`config.mk`:
```
export PLATFORM = sky130hd
export DESIGN_NAME = miner_array_core_flat
export DESIGN_NICKNAME = d
export VERILOG_FILES = /design/src/rtl/miner_pkg.sv /design/src/rtl/miner_array_core_if.sv /design/src/rtl/miner_array_core_word_stp_sr.sv /design/src/rtl/miner_array_core.sv /design/src/flat_wrapper.sv
export SDC_FILE = /design/constraint.sdc
export NUM_CORES = 1
export LEC_CHECK = 0
export CAP_MARGIN = 20
export CORE_AREA = 2 2 431 433
export CTS_CLUSTER_DIAMETER = 200
export DETAILED_ROUTE_END_ITERATION = 7
export DIE_AREA = 0 0 433 435
export PLACE_DENSITY = 0.37
export SYNTH_ARGS = -nofsm -noshare
export SYNTH_HDL_FRONTEND = slang
export SYNTH_SLANG_ARGS = --single-unit
export TNS_END_PERCENT = 20
```
`constraint.sdc`:
```
create_clock -name clk -period 5 [get_ports clk]
set_input_delay 1.5 -clock clk [delete_from_list [all_inputs] [get_ports clk]]
set_output_delay 1.5 -clock clk [all_outputs]
set_load 0.005 [all_outputs]
```
`src/rtl/miner_pkg.sv`:
```
// rtl/miner_pkg.sv - shared types and constants for the multi-engine mining core
package miner_pkg;

    typedef enum logic [2:0] {
        IDLE,
        LOAD_MID,
        LOAD_HEAD,
        SOLVE,
        CLAIM,
        DONE
    } miner_state_t;

    localparam logic [1:0] SOL_NONE   = 2'b00;
    localparam logic [1:0] SOL_ACCEPT = 2'b01;
    localparam logic [1:0] SOL_REJECT = 2'b10;
    localparam logic [1:0] SOL_ABORT  = 2'b11;

    localparam int MID_BITS  = 256;
    localparam int HEAD_BITS = 512;

endpackage

```
`src/rtl/miner_array_core_if.sv`:
```
// rtl/miner_array_core_if.sv - host link: load stream in, solution claim/response out
interface miner_array_core_if #(
    parameter int DATA_W = 32
) ();

    logic              start_found;
    logic              in_valid;
    logic [DATA_W-1:0] in_data;
    logic [1:0]        sol_response;
    logic              sol_claim;
    logic [31:0]       out_data;
    logic              busy;
    logic              exhausted;

    modport master (
        output start_found, in_valid, in_data, sol_response,
        input  sol_claim, out_data, busy, exhausted
    );

    modport slave (
        input  start_found, in_valid, in_data, sol_response,
        output sol_claim, out_data, busy, exhausted
    );

endinterface

```
`src/rtl/miner_array_core_word_stp_sr.sv`:
```
// rtl/miner_array_core_word_stp_sr.sv - word-wide shift register, first word ends at the MSBs
module word_stp_sr #(
    parameter int WIDTH      = 32,
    parameter int TOTAL_BITS = 256
) (
    input  logic                  clk,
    input  logic                  rst,
    input  logic                  clear,
    input  logic                  shift_enable,
    input  logic [WIDTH-1:0]      din,
    output logic [TOTAL_BITS-1:0] dout
);

    always_ff @(posedge clk) begin
        if (rst || clear) begin
            dout <= '0;
        end else if (shift_enable) begin
            dout <= {dout[TOTAL_BITS-WIDTH-1:0], din};
        end
    end

endmodule

```
`src/rtl/miner_array_core.sv`:
```
// rtl/miner_array_core.sv - loads a job, splits the nonce space across engines, arbitrates solutions
module miner_array_core
    import miner_pkg::*;
#(
    parameter int          NUM_CORES   = 4,
    parameter int          DATA_W      = 32,
    parameter logic [31:0] NONCE_START = 32'h0000_0000
) (
    input  logic                   clk,
    input  logic                   rst,
    miner_array_core_if.slave      host,
    output logic [MID_BITS-1:0]    mid_data,
    output logic [HEAD_BITS-1:0]   head_data,
    output logic                   core_load,
    output logic [NUM_CORES-1:0]   core_en,
    output logic [32*NUM_CORES-1:0] core_nonce_base,
    output logic [NUM_CORES-1:0]   core_ack,
    input  logic [NUM_CORES-1:0]   core_found,
    input  logic [32*NUM_CORES-1:0] core_nonce,
    input  logic [NUM_CORES-1:0]   core_done
);

    localparam int IDX_W = (NUM_CORES > 1) ? $clog2(NUM_CORES) : 1;
    typedef logic [IDX_W-1:0] idx_t;
    typedef logic [6:0]       cnt_t;

    localparam cnt_t MID_LAST  = cnt_t'(MID_BITS / DATA_W - 1);
    localparam cnt_t HEAD_LAST = cnt_t'(HEAD_BITS / DATA_W - 1);
    localparam logic [63:0] STRIDE = 64'h1_0000_0000 / 64'(NUM_CORES);

    miner_state_t state, state_next;
    cnt_t         beat_cnt, cnt_next;
    logic [31:0]  out_q, out_next;
    idx_t         winner, winner_next;
    logic         load_next;
    logic         shift_mid, shift_head;

    logic                 found_any;
    idx_t                 found_idx;
    logic [31:0]          found_nonce;
    logic [NUM_CORES-1:0] ack_onehot;

    for (genvar i = 0; i < NUM_CORES; i++) begin : g_base
        localparam logic [63:0] BASE = 64'(NONCE_START) + 64'(i) * STRIDE;
        assign core_nonce_base[32*i +: 32] = BASE[31:0];
    end

    // Descending scan so the lowest-index finder is the one left standing.
    always_comb begin
        found_any   = |core_found;
        found_idx   = '0;
        found_nonce = '0;
        for (int i = NUM_CORES - 1; i >= 0; i--) begin
            if (core_found[i]) begin
                found_idx   = idx_t'(i);
                found_nonce = core_nonce[32*i +: 32];
            end
        end
        for (int i = 0; i < NUM_CORES; i++) begin
            ack_onehot[i] = (winner == idx_t'(i));
        end
    end

    always_comb begin
        state_next  = state;
        cnt_next    = beat_cnt;
        out_next    = out_q;
        winner_next = winner;
        load_next   = 1'b0;
        shift_mid   = 1'b0;
        shift_head  = 1'b0;
        core_ack    = '0;
        if (host.start_found) begin
            state_next = LOAD_MID;
            cnt_next   = '0;
            out_next   = '0;
        end else begin
            case (state)
                LOAD_MID: begin
                    if (host.in_valid) begin
                        shift_mid = 1'b1;
                        if (beat_cnt == MID_LAST) begin
                            cnt_next   = '0;
                            state_next = LOAD_HEAD;
                        end else begin
                            cnt_next = beat_cnt + cnt_t'(1);
                        end
                    end
                end
                LOAD_HEAD: begin
                    if (host.in_valid) begin
                        shift_head = 1'b1;
                        if (beat_cnt == HEAD_LAST) begin
                            cnt_next   = '0;
                            load_next  = 1'b1;
                            state_next = SOLVE;
                        end else begin
                            cnt_next = beat_cnt + cnt_t'(1);
                        end
                    end
                end
                SOLVE: begin
                    if (found_any) begin
                        out_next    = found_nonce;
                        winner_next = found_idx;
                        state_next  = CLAIM;
                    end else if (&core_done) begin
                        state_next = DONE;
                    end
                end
                // Ack is issued in the response cycle so the engine has dropped
                // its found flag before the next SOLVE cycle arbitrates again.
                CLAIM: begin
                    case (host.sol_response)
                        SOL_REJECT: begin
                            core_ack   = ack_onehot;
                            state_next = SOLVE;
                        end
                        SOL_ACCEPT, SOL_ABORT: begin
                            core_ack   = ack_onehot;
                            state_next = IDLE;
                        end
                        default: ;
                    endcase
                end
                default: ;
            endcase
        end
    end

    always_ff @(posedge clk) begin
        if (rst) begin
            state     <= IDLE;
            beat_cnt  <= '0;
            out_q     <= '0;
            winner    <= '0;
            core_load <= 1'b0;
        end else begin
            state     <= state_next;
            beat_cnt  <= cnt_next;
            out_q     <= out_next;
            winner    <= winner_next;
            core_load <= load_next;
        end
    end

    word_stp_sr #(.WIDTH(DATA_W), .TOTAL_BITS(MID_BITS)) u_mid_sr (
        .clk          (clk),
        .rst          (rst),
        .clear        (host.start_found),
        .shift_enable (shift_mid),
        .din          (host.in_data),
        .dout         (mid_data)
    );

    word_stp_sr #(.WIDTH(DATA_W), .TOTAL_BITS(HEAD_BITS)) u_head_sr (
        .clk          (clk),
        .rst          (rst),
        .clear        (host.start_found),
        .shift_enable (shift_head),
        .din          (host.in_data),
        .dout         (head_data)
    );

    assign core_en        = (state == SOLVE && !host.start_found) ? ~core_done : '0;
    assign host.sol_claim = (state == CLAIM);
    assign host.out_data  = out_q;
    assign host.busy      = (state != IDLE) && (state != DONE);
    assign host.exhausted = (state == DONE);

endmodule

```
`src/flat_wrapper.sv`:
```
// flat-port wrapper written by rule: the top's interface ports become plain ports
module miner_array_core_flat import miner_pkg::*;
#(
    parameter int          NUM_CORES   = 4,
    parameter int          DATA_W      = 32,
    parameter logic [31:0] NONCE_START = 32'h0000_0000
)
  (clk, rst, mid_data, head_data, core_load, core_en, core_nonce_base, core_ack, core_found, core_nonce, core_done, host_start_found, host_in_valid, host_in_data, host_sol_response, host_sol_claim, host_out_data, host_busy, host_exhausted);
  miner_array_core_if #(.DATA_W(DATA_W)) host_i ();
  input  logic clk;
  input  logic rst;
  output logic [MID_BITS-1:0] mid_data;
  output logic [HEAD_BITS-1:0] head_data;
  output logic core_load;
  output logic [NUM_CORES-1:0] core_en;
  output logic [32*NUM_CORES-1:0] core_nonce_base;
  output logic [NUM_CORES-1:0] core_ack;
  input  logic [NUM_CORES-1:0] core_found;
  input  logic [32*NUM_CORES-1:0] core_nonce;
  input  logic [NUM_CORES-1:0] core_done;
  input wire logic [$bits(host_i.start_found)-1:0] host_start_found;
  input wire logic [$bits(host_i.in_valid)-1:0] host_in_valid;
  input wire logic [$bits(host_i.in_data)-1:0] host_in_data;
  input wire logic [$bits(host_i.sol_response)-1:0] host_sol_response;
  output wire logic [$bits(host_i.sol_claim)-1:0] host_sol_claim;
  output wire logic [$bits(host_i.out_data)-1:0] host_out_data;
  output wire logic [$bits(host_i.busy)-1:0] host_busy;
  output wire logic [$bits(host_i.exhausted)-1:0] host_exhausted;
  assign host_i.start_found = host_start_found;
  assign host_i.in_valid = host_in_valid;
  assign host_i.in_data = host_in_data;
  assign host_i.sol_response = host_sol_response;
  assign host_sol_claim = host_i.sol_claim;
  assign host_out_data = host_i.out_data;
  assign host_busy = host_i.busy;
  assign host_exhausted = host_i.exhausted;
  miner_array_core #(.NUM_CORES(NUM_CORES), .DATA_W(DATA_W), .NONCE_START(NONCE_START)) u_core (.clk(clk), .rst(rst), .host(host_i), .mid_data(mid_data), .head_data(head_data), .core_load(core_load), .core_en(core_en), .core_nonce_base(core_nonce_base), .core_ack(core_ack), .core_found(core_found), .core_nonce(core_nonce), .core_done(core_done));
endmodule
```
-- Yosys cells after proc, flatten, opt, wreduce, memory -nomap -nowiden
Index checks and enable logic that the tools add are counted.
- eq/ne operators: 26
- bitwise gates (word level): 4
- add/sub/neg operators: 1
- reductions and logical operators: 20
- mux-type cells: 32
- operators with widths (cell ; number):
    32-bit 2-to-1 mux ; 4
    7-bit 2-to-1 mux ; 4
    3-bit 2-to-1 mux ; 6
    4-bit 2-to-1 mux ; 4
    7-bit case mux with 2 select lines ; 1
    7-bit AND reduction ; 2
    3-bit case mux with 4 select lines ; 1
    3-bit != test, second input constant ; 3
    2-bit == test, second input constant ; 4
    2-bit 2-to-1 mux ; 4
    4-bit by 2-bit != test with 1-bit output, second input constant ; 2
    4-bit OR reduction ; 2
    7-bit by 1-bit adder with 7-bit output, second input constant ; 1
    7-bit by 3-bit == test with 1-bit output, second input constant ; 1
    7-bit by 4-bit == test with 1-bit output, second input constant ; 1
    1-bit 2-to-1 mux ; 7
    3-bit by 2-bit == test with 1-bit output, second input constant ; 2
    3-bit == test, second input constant ; 2
    3-bit by 1-bit != test with 1-bit output, second input constant ; 2
    3-bit by 2-bit != test with 1-bit output, second input constant ; 2
    3-bit case mux with 2 select lines ; 1
    3-bit AND reduction ; 2
    5-bit nonzero test ; 1
    2-bit by 1-bit == test with 1-bit output, second input constant ; 2
    other kinds (16) ; 22
- logic and storage cells: 91
- flip-flop bits (word level): 813
- output and inout port bits: 940

-- Depth between registers and ports, before layout
Gate-level depths: netlist of run 1.
- depth in word-level cells: 5
- depth in mapped cells: 8
- mapped depth without buffers: 6

-- By module
A second synthesis of run 1 with hierarchy kept.
- cell total of the unflattened synthesis: 2948
- area, all modules: 31466.4 um^2
- by module, submodules not included (module ; times used ; area an instance (um^2) ; cells an instance):
    word_stp_sr at u_core.u_head_sr ; 1 ; 18567.8 ; 1651
    word_stp_sr at u_core.u_mid_sr ; 1 ; 9342.7 ; 827
    miner_array_core ; 1 ; 3555.9 ; 470

-- Worst setup path before layout of run 1
No wires, ideal clock.
- path kind: input to output
- start point: in host_start_found
- end point: out core_ack[0]
- setup slack: 1.343 ns
- buffers on the path: 1
- data arrival time: 2.157 ns
- cell stages on the path: 3
- required time: 3.500 ns
- path through: buf_2 nor3_1 nor3b_1
- longest elaborated chain between the ends: 1
- ends and longest elaborated chain (item ; line ; RTL):
    from (decl) ; flat_wrapper.sv:21 ; input wire logic [$bits(host_i.start_found)-1:0] host_start_found;
    4-bit 2-to-1 mux ; miner_array_core.sv:73 ; if (host.start_found) begin
    to (decl) ; flat_wrapper.sv:17 ; output logic [NUM_CORES-1:0] core_ack;
No other way between the ends.

-- Final worst setup path of run 1
- start point: in host_sol_response[0]
- end point: out core_ack[0]
- longest elaborated chain between the ends: 5
- elaborated cells on any way between the ends: 7
- those cells by class: 3 x eq/ne; 3 x mux; 1 x reduce/logical
- ends and longest elaborated chain (item ; line ; RTL):
    from (decl) ; flat_wrapper.sv:24 ; input wire logic [$bits(host_i.sol_response)-1:0] host_sol_response;
    2-bit == test or 2-bit by 1-bit == test with 1-bit output (tied branches) ; miner_array_core.sv:114 ; case (host.sol_response)
    3-bit OR reduction (no line) (*) ; -- ;
    4-bit 2-to-1 mux (*) ; miner_array_core.sv:114 ;
    4-bit 2-to-1 mux (*) ; miner_array_core.sv:78 ; case (state)
    4-bit 2-to-1 mux (*) ; miner_array_core.sv:73 ;
Every way passes the cells marked *; elsewhere a longest branch is shown, timed or not.

==> results of run 1 <==
## metal layers
metal	track usage	vias to the layer above	wire, um
li1	-	13860	-
met3	0.0498	145	10800
met1	0.191	13521	64900
met4	0.0334	4	2850
met2	0.267	738	75800
met5	0	-	24
## synth_stat cells (all sizes together) (2+ instances only)
cell type	count	area share
and3	4	0.00084
a221oi	32	0.0094
nand2b	3	0.00088
or2	5	0.0011
a211oi	2	0.00051
nand3b	2	0.00051
nor2	47	0.0059
dfxtp	813	0.55
buf	289	0.060
nand3	2	0.00034
nor3	38	0.0066
or3b	2	0.00067
mux2i	2	0.00067
conb	2	0.00025
xnor2	4	0.0012
xor2	3	0.00088
o22ai	31	0.0065
nand2	1547	0.20
inv	5	0.00063
nand4	3	0.00063
clkbuf	126	0.016
nor3b	3	0.00076
o21ai	3	0.00051
a31oi	2	0.00042
or3	5	0.0011
a21oi	807	0.14
## stage by stage
stage,util,hold slack (ns)
after floorplan,-,0.453
after detailed placement,0.227,0.445
after global routing,0.245,0.446
final,0.245,0.417
after global placement,0.227,0.441
after CTS,0.245,0.404
## logic make-up (layout without fill, tap and decap cells)
family / Yosys count / in the layout / share of synthesized area
xor+xnor: 7 / 7 / 0.00206
fa+ha+maj: 2 / 2 / 0.000758
simple gates: 1666 / 1666 / 0.216
compound gates: 882 / 882 / 0.155
buf+inv: 422 / 1238 / 0.0772
mux: 2 / 2 / 0.000674
flops: 813 / 813 / 0.548
other cells: 2 / 132 / 0.000253
## power groups by stage
| stage | Clock [mW] | Combinational [mW] | Sequential (mW) |
|---|---|---|---|
| 2_1_floorplan | 0 | 0.321 | 6.63 |
| 3_3_place_gp | 0 | 0.547 | 6.64 |
| 3_5_place_dp | 0 | 0.544 | 6.64 |
| 4_1_cts | 7.54 | 0.546 | 6.49 |
| 5_1_grt | 7.77 | 0.581 | 6.49 |
| 6_report | 7.25 | 0.543 | 6.50 |
## final timing paths
check                             endpoint  slack, ns  cells after the start
setup / recovery               core_ack[0]       0.21                      6
hold / removal    u_core.u_mid_sr.dout[41]       0.42                      2
setup reg to reg  u_core.u_mid_sr.dout[48]       2.63                      6
hold reg to reg   u_core.u_mid_sr.dout[41]       0.42                      2
## worst max-delay path, cell delays in order
cell	delay (ns)
clkdlybuf4s50_1	0.56
nor2_1	0.07
nor3_1	0.18
buf_4	0.21
nor3b_1	0.21
clkdlybuf4s50_1	0.54
## placed cells by master, fill, tap and decap left out, types with 4 or more instances in the layout
cell	n
conb_1	128
a221oi_1	32
a21oi_1	805
dfxtp_1	813
inv_1	4
or2_2	4
nor2_1	47
clkinv_2	16
buf_12	35
and3_1	4
diode_2	4
o22ai_1	31
clkbuf_1	30
buf_4	34
clkbuf_16	101
xnor2_1	4
nand2_1	1547
nor3_1	36
clkdlybuf4s50_1	985
clkbuf_8	19
## registers in the layout (all words and copies together), names as in the netlist
signal and count:
u_core.state 3, u_core.beat_cnt 7, u_core.winner 2, u_core.u_head_sr.dout 512, u_core.u_mid_sr.dout 256, u_core.host.out_data 32
u_core.core_load 1
## cell type report
class                           instances  area (um^2)
Fill cell                           20453       139000
Sequential cell                       813        16300
Multi-Input combinational cell       2687        11600
Timing Repair Buffer                 1054        10800
Tap cell                             2480         3100
Clock buffer                          150         2900
Clock inverter                         28          327
Inverter                                6         23.8
Antenna cell                            4         10.0
==> metrics.cfg, run 1 <==
[power]
switching_share = 0.243
powerDensity_mw_per_mm2 = 317
peakVddDrop_uv = 236
clkPwrFrac = 0.508
total_power_mw = 14.3
p_leak_nw = 13.8
intPower_mw = 10.8
netSwitchingPower_mw = 3.47
combPwrFrac = 0.038
seqPwrFrac = 0.454

[clocking]
cts_setup_buffers = 0
ctsHoldBuffers = 0
clock_path_buffers = 3
cts.sinks = 813
cts_resized = 0
numCtsBuffers = 101
cts_root_buf = clkbuf_16
clk_pin_slew_ns = 0.06
cts_tree = done
insertion_delay_ns = 0.76
cts_max_level = 3

[place]
hpwl_mm = 117
place.gp.congestion = 0.887
placed_area_mm2 = 0.0419
place_ws_ns = 0.212
dp_cells = 7040
io_buffers = 985

[setup_path]
worstSetupStartpointType = input port
cp_data_required_time_ns = 3.50
crit_path_end_kind = output port
worst-path-max-fanout = 4
regToRegStartpoint = u_core.state[0]
path_class = input port to output port
worstSetupStartpoint = host_sol_response[0]
cp.arrival_ns = 3.29

[timing]
hold_viol = 0
worst_slew_pin_slew_ns = 0.914
fin_worst_skew_ns = 0.0669
slew_viol_final = 0
final.min_clock_period_ns = 4.79
finalSetupTns_ns = 0
max_freq_mhz = 209
rsz0062_at_grt = false
fin_crit_sh = 0.958
worst_slack_ns = 0.208
setup_viol = 0
maxSlewHeadroom = 0.389

[global_routing]
antenna_found_initial = 8
grt_max_degree = 127
grt-ovfl-total = 0
grt_pass1_wl_mm = 213
grt.total_usage = 0.157
grt_pass1_vias = 26930

[synth]
syn_area_mm2 = 0.0297
ys_ff_latch = 813
synthesis.instances = 3796
ys.flop_type = dfxtp_1
yosysSeqAreaShare = 0.548
synth-edff-count = 0
avgSynthCellArea_um2 = 7.83
synth_cell_type_count = 51
ys_async_sr_fraction = 0
yosysWarnings = 0

[route]
routedWlPerCell_um = 21.4
ant_nets = 0
drc = 0
firstDrtPassIters = 5
vias = 28268
wirelength_mm = 154
via_per_inst = 3.91
dr.first_iter.drc_count = 1725

[layout]
finalNonFillerCells = 7222
area_delta_synth_final_pct = 51.8
fin_area_mm2 = 0.0451
drive_above_1_share = 0.0496
nets = 4838

[floorplanning]
start_util = 0.161
rows = 158
boundaryPins = 1114
core_mm2 = 0.184
die_x_um = 433
dieArea_mm2 = 0.188
die_h_um = 435

[worst_hold_path]
min_from = u_core.u_mid_sr.dout[9]
hold_path.class = flip-flop to flip-flop

[status]
status = finished, final reports clean

[flow_run]
drv_cap = 0

Note: power is estimated with default switching activity, not from simulation.
==> run 2: changes to the inputs <==
--- a/config.mk
+++ b/config.mk
@@ -10,6 +10,7 @@
 export CTS_CLUSTER_DIAMETER = 200
 export DETAILED_ROUTE_END_ITERATION = 7
 export DIE_AREA = 0 0 433 435
+export HOLD_SLACK_MARGIN = 0.02
 export PLACE_DENSITY = 0.37
 export SYNTH_ARGS = -nofsm -noshare
 export SYNTH_HDL_FRONTEND = slang
==> results of run 2 <==
Final layout, timing and power as in run 1 (identical DEF).
